<file path="src/rtl/dds_mix_gen.sv">
// Multi-channel DDS generator/mixer: per-channel phase accumulator, wave shaper, gain, summed output.
// Optional per-channel phase offset enabled by defining PHASE_OFFSET_EN.
module dds_mix_gen #(
   parameter int unsigned NCH = 2,
   parameter int unsigned DW  = 8,
   parameter int unsigned PW  = 16,
   parameter int unsigned GW  = 8,
   localparam int unsigned CW = (NCH > 1) ? $clog2(NCH) : 1,
   localparam int unsigned SW = $clog2(NCH),
   localparam int unsigned OW = DW + SW
) (
   input  logic          clk,
   input  logic          rst_n,
   input  logic          en,
   input  logic          sync_clr,
   input  logic          cfg_we,
   input  logic [CW-1:0] cfg_ch,
   input  logic [1:0]    cfg_addr,
   input  logic [PW-1:0] cfg_wdata,
   output logic [OW-1:0] dout,
   output logic          dout_valid
);

   localparam logic [GW:0] GAIN_ONE = {1'b1, {GW{1'b0}}};

   logic [PW-1:0] acc_q    [NCH];
   logic [PW-1:0] ftw_q    [NCH];
   logic [1:0]    mode_q   [NCH];
   logic [GW:0]   gain_q   [NCH];
   logic [DW-1:0] wave_q   [NCH];
   logic [DW-1:0] scaled_q [NCH];
   logic [PW-1:0] phase    [NCH];
   logic [DW-1:0] wave_d   [NCH];
   logic [DW-1:0] scaled_d [NCH];
   logic [OW-1:0] sum_d;
   logic [OW-1:0] dout_q;
   logic [2:0]    vld_q;

   // Parabolic sine approximation plus the three piecewise-linear shapes.
   function automatic logic [DW-1:0] wave_lut(input logic [1:0] mode, input logic [DW-1:0] x);
      logic [DW-2:0]   h;
      logic [DW-2:0]   hn;
      logic [2*DW-3:0] prod;
      logic [2*DW-3:0] lim;
      logic [DW-1:0]   m;
      logic [DW-1:0]   half;
      logic [DW-1:0]   tri_up;
      h      = x[DW-2:0];
      hn     = ~h;
      prod   = {{(DW-1){1'b0}}, h} * {{(DW-1){1'b0}}, hn};
      prod   = prod >> (DW - 3);
      lim    = {{(DW-1){1'b0}}, {(DW-1){1'b1}}};
      m      = (prod > lim) ? lim[DW-1:0] : prod[DW-1:0];
      half   = {1'b1, {(DW-1){1'b0}}};
      tri_up = {h, 1'b0};
      case (mode)
         2'd0:    wave_lut = x[DW-1] ? (~half - m) : (half + m);
         2'd1:    wave_lut = x[DW-1] ? '0 : '1;
         2'd2:    wave_lut = x;
         default: wave_lut = x[DW-1] ? ~tri_up : tri_up;
      endcase
   endfunction

`ifdef PHASE_OFFSET_EN
   logic [PW-1:0] off_q [NCH];

   // Offset survives sync_clr so a channel's relative phase is preserved across restarts.
   always_ff @(posedge clk or negedge rst_n) begin
      if (!rst_n) begin
         for (int i = 0; i < NCH; i++) off_q[i] <= '0;
      end else begin
         for (int i = 0; i < NCH; i++) begin
            if (cfg_we && cfg_ch == CW'(i) && cfg_addr == 2'd3) off_q[i] <= cfg_wdata;
         end
      end
   end

   always_comb begin
      for (int i = 0; i < NCH; i++) phase[i] = acc_q[i] + off_q[i];
   end
`else
   always_comb begin
      for (int i = 0; i < NCH; i++) phase[i] = acc_q[i];
   end
`endif

   always_comb begin
      for (int i = 0; i < NCH; i++) begin
         wave_d[i] = wave_lut(mode_q[i], DW'(phase[i] >> (PW - DW)));
      end
   end

   // Gains above unity are clamped rather than wrapped.
   always_comb begin
      logic [DW+GW:0] prod_g;
      logic [DW+GW:0] shifted;
      for (int i = 0; i < NCH; i++) begin
         prod_g      = {{(GW+1){1'b0}}, wave_q[i]} * {{DW{1'b0}}, gain_q[i]};
         shifted     = prod_g >> GW;
         scaled_d[i] = (|shifted[DW+GW:DW]) ? '1 : shifted[DW-1:0];
      end
   end

   always_comb begin
      sum_d = '0;
      for (int i = 0; i < NCH; i++) sum_d = sum_d + OW'(scaled_q[i]);
   end

   always_ff @(posedge clk or negedge rst_n) begin
      if (!rst_n) begin
         for (int i = 0; i < NCH; i++) begin
            acc_q[i]    <= '0;
            ftw_q[i]    <= '0;
            mode_q[i]   <= '0;
            gain_q[i]   <= GAIN_ONE;
            wave_q[i]   <= '0;
            scaled_q[i] <= '0;
         end
         dout_q <= '0;
         vld_q  <= '0;
      end else begin
         for (int i = 0; i < NCH; i++) begin
            if (cfg_we && cfg_ch == CW'(i)) begin
               case (cfg_addr)
                  2'd0:    mode_q[i] <= cfg_wdata[1:0];
                  2'd1:    ftw_q[i]  <= cfg_wdata;
                  2'd2:    gain_q[i] <= cfg_wdata[GW:0];
                  default: ;
               endcase
            end
            if (sync_clr) begin
               acc_q[i] <= '0;
            end else if (en) begin
               acc_q[i] <= acc_q[i] + ftw_q[i];
            end
            wave_q[i]   <= wave_d[i];
            scaled_q[i] <= scaled_d[i];
         end
         dout_q <= sum_d;
         vld_q  <= {vld_q[1:0], en};
      end
   end

   assign dout       = dout_q;
   assign dout_valid = vld_q[2];

endmodule

</file>
<file path="config.mk">
export PLATFORM = sky130hd
export DESIGN_NAME = dds_mix_gen
export DESIGN_NICKNAME = d
export VERILOG_FILES = /design/src/rtl/dds_mix_gen.sv
export SDC_FILE = /design/constraint.sdc
export NUM_CORES = 1
export LEC_CHECK = 0
export ABC_AREA = 0
export CAP_MARGIN = 0
export CORE_MARGIN = 2
export CORE_UTILIZATION = 30
export CTS_CLUSTER_SIZE = 12
export DETAILED_ROUTE_END_ITERATION = 8
export DONT_BUFFER_PORTS = 1
export PLACE_DENSITY_LB_ADDON = 0.08
export SETUP_SLACK_MARGIN = 0.5
export SYNTH_ARGS = -nofsm -noshare
export SYNTH_HDL_FRONTEND = slang
export SYNTH_SLANG_ARGS = --single-unit
</file>
<file path="constraint.sdc">
create_clock -name clk -period 5.98 [get_ports clk]
set_clock_uncertainty 0.1 [all_clocks]
set_input_delay 1.196 -clock clk [delete_from_list [all_inputs] [get_ports clk]]
set_output_delay 1.196 -clock clk [all_outputs]
set_load 0.01 [all_outputs]
</file>
==> summary.md <==
| Metric | Value |
|---|---|
| Family with the most delay on the worst path | adder cells |
| Reg clk slew, reported paths | 0.07 ns |
| Final Util | 0.3307 |
| RSZ-0062 raised after global routing | false |
| CP max stage cell | dfrtp_1 |
| Critical path class | reg -> reg |
| Most frequent cells in the layout | 183 x ha_1, 156 x inv_1, 128 x dfrtp_1 |
| Vias in the first global route | 9730 |
| Total CTS buffers | 17 |
| PortBufs | 0 |
| CP peak stage delay | 0.56 ns |
| Hold Crit Class | reg -> reg |
| Syn-to-layout area delta | 9.083% |
| Worst-Margin Slew | 0.9751 ns |
| Status | finished, final reports clean |
| Die width | 214.9 um |
| Post-synthesis sequential area ratio | 0.2439 |
| Top post-synthesis cells by area | dfrtp_1 24%, fa_1 18%, ha_1 17% |
| Peak Freq | 0.2006 GHz |
| CTS tree | done |
| EDFF count, synth | 0 |
| Largest net degree at the start of global routing | 131 |
| WHS Path Cells | 0 |
| DRT Pass-1 Iters | 4 |
| Io pins | 34 |
| Tot GR Track Use | 0.1415 |
| Die height | 214.9 um |
| R2r startpoint | acc_q[13] |
| Synth top area share | 0.2400 |
| # DRC | 0 |
| Instance count of the mapped netlist | 1356 |
| H-tree lvl count | 4 |
| Worst path required time | 6.20 ns |
| Crit path time final | 4.984 ns |
| Synthesis-stage register bit count | 130 |
| Most used cell along the critical path | fa_1 |
| Mapped Area | 0.01335 mm^2 |
| Synth area leader | dfrtp_1 |
| Hold_sp | vld_q[0] |
| Final layout net count | 1660 |
| Cts repair resizes | 0 |
| Reg2reg end | wave_q[4] |
| Final TNS setup | 0 ns |
| Maximum Capacitance Violations | 0 |
| CTS sink count | 130 |
| CP startpoint kind | flip-flop |
| Root Buffer | clkbuf_16 |
| Aggregate global routing overflow | 0 |
| Most used DFF post-synth | dfrtp_1 |
| Most common cell after layout, fill and taps aside | ha_1 |
| Avg WL per Cell | 15.96 um |
| Crit-path cells | clkinv_1 > nand2_1 > fa_1 > fa_1 > fa_1 > fa_1 > inv_1 > ha_1 > inv_1 > o21a_1 > o21a_1 > nor4_4 > o22ai_1 > a221o_1 > a22o_1 |
| Starting Density | 0.3032 |
| Setup bufs post-CTS | 0 |
| GPL Wtd Cong | 0.7996 |
| Avg Vias per Cell | 4.673 |
| CP arrival | 5.21 ns |
| Final worst path period share | 0.8335 |
| Endpoint type of the worst setup path | flip-flop |
| R2R setup slack | 1.0 ns |
| Critical path endpoint | wave_q[4] |
| Async set or reset register ratio after synthesis | 1.000 |
| WP buf/inv | 3 |
| Worst skew pair latency | 0.44 ns |
| Cell depth of the worst setup path | 15 |
| Slew margin rel. | 0.3465 |
| First-pass GRT wire length | 52380 um |
| DP Wirelength | 24230 um |
| WL final | 30950 um |
| 1st-iter DRT viols | 346 |
| Pins over their slew limit | 0 |
| Mapped Nets | 1682 |
| Vias | 9060 |
| Routed Antenna Nets | 0 |
| Final Hold Vio Count | 0 |
| Hold-fix buffers, CTS | 0 |
| Initial antenna violation count | 0 |
| Reg2reg path depth | 15 |
| FP Rows | 77 |
| Avg Cell Area, Syn | 9.844 um^2 |
| Worst Hold Slack | 0.2448 ns |
| Clock Path Buffers | 2 |
| Distinct cells, synth | 65 |
| Final setup fails | 0 |
| Synth warnings | 0 |
| Die footprint | 0.04619 mm^2 |
| Crit path max fanout | 10 |
| Layout cells sized above 1 | 0.07801 |
| Core region area | 0.04403 mm^2 |
| Crit path from | acc_q[13] |
-- through the flow --
stage / cell area, um^2 / cells / worst slack, ns
2_1_floorplan: 13350 / 1356 / 1.278
3_3_place_gp: 13940 / 1907 / 1.117
3_5_place_dp: 13940 / 1907 / 1.036
4_1_cts: 14560 / 1938 / 1.009
5_1_grt: 14560 / 1938 / 0.7159
6_report: 14560 / 1939 / 0.9959
-- flip-flops by register name, summed over array words and instances (netlist names) --
signal,count
acc_q,32
gain_q,18
scaled_q,16
ftw_q,32
vld_q,3
mode_q,4
dout,9
wave_q,16
-- synth_stat cells (18+ instances only) --
library cell,number
ha_1,183
a21o_1,20
mux2i_1,31
inv_1,156
nor2_1,104
nand2_1,116
a21oi_1,38
xor2_1,18
o21ai_0,22
xnor2_1,45
mux2_2,53
nor3_1,23
dfrtp_1,128
fa_1,119
clkbuf_1,38
and2_1,74
-- layout make-up --
type / instances / area (um^2)
antenna: 1 / 2.502
clock buffer: 22 / 484.2
clock inverter: 9 / 128.9
fill: 4554 / 29470
inverter: 159 / 596.8
multi-input combinational: 1024 / 9336
sequential: 130 / 3256
tap: 592 / 740.7
timing repair buffer: 2 / 15.01
-- kinds of logic after synthesis --
| group | Yosys count | synth area share |
|---|---|---|
| AND/OR/NAND/NOR | 388 | 0.1408 |
| XOR/XNOR | 63 | 0.04134 |
| multiplexers | 85 | 0.06908 |
| flip-flops | 130 | 0.2439 |
| AO/OA/AOI/OAI | 186 | 0.09786 |
| buffers and inverters | 202 | 0.05699 |
| adder cells (fa/ha/maj) | 302 | 0.3500 |
-- worst min-delay path by stage --
stage               end  slack (ns)
2_1_floorplan  vld_q[1]        0.23
3_3_place_gp   vld_q[1]        0.24
3_5_place_dp   vld_q[1]        0.24
4_1_cts        vld_q[1]        0.25
5_1_grt        vld_q[1]        0.26
6_report       vld_q[1]        0.24
-- metal layers --
| metal | GRT usage | vias up | wire [um] |
|---|---|---|---|
| li1 | - | 4487 | - |
| met1 | 0.1955 | 4475 | 15350 |
| met2 | 0.2303 | 80 | 14260 |
| met3 | 0.02703 | 18 | 1063 |
| met4 | 0.02894 | 0 | 281 |
| met5 | 0 | - | 0 |
-- worst reg2reg max path, stage by stage (launching register included) --
cell      delay, ns
dfrtp_1        0.56
clkinv_1       0.32
nand2_1        0.16
fa_1           0.44
fa_1           0.51
fa_1           0.42
fa_1           0.49
inv_1          0.04
ha_1           0.26
inv_1          0.07
o21a_1         0.22
o21a_1         0.23
nor4_4         0.38
o22ai_1        0.18
a221o_1        0.30
a22o_1         0.19
Power is left out: the tool's default activity adds up to more than one toggle a clock period on the data nets, which glitch-free logic cannot reach.
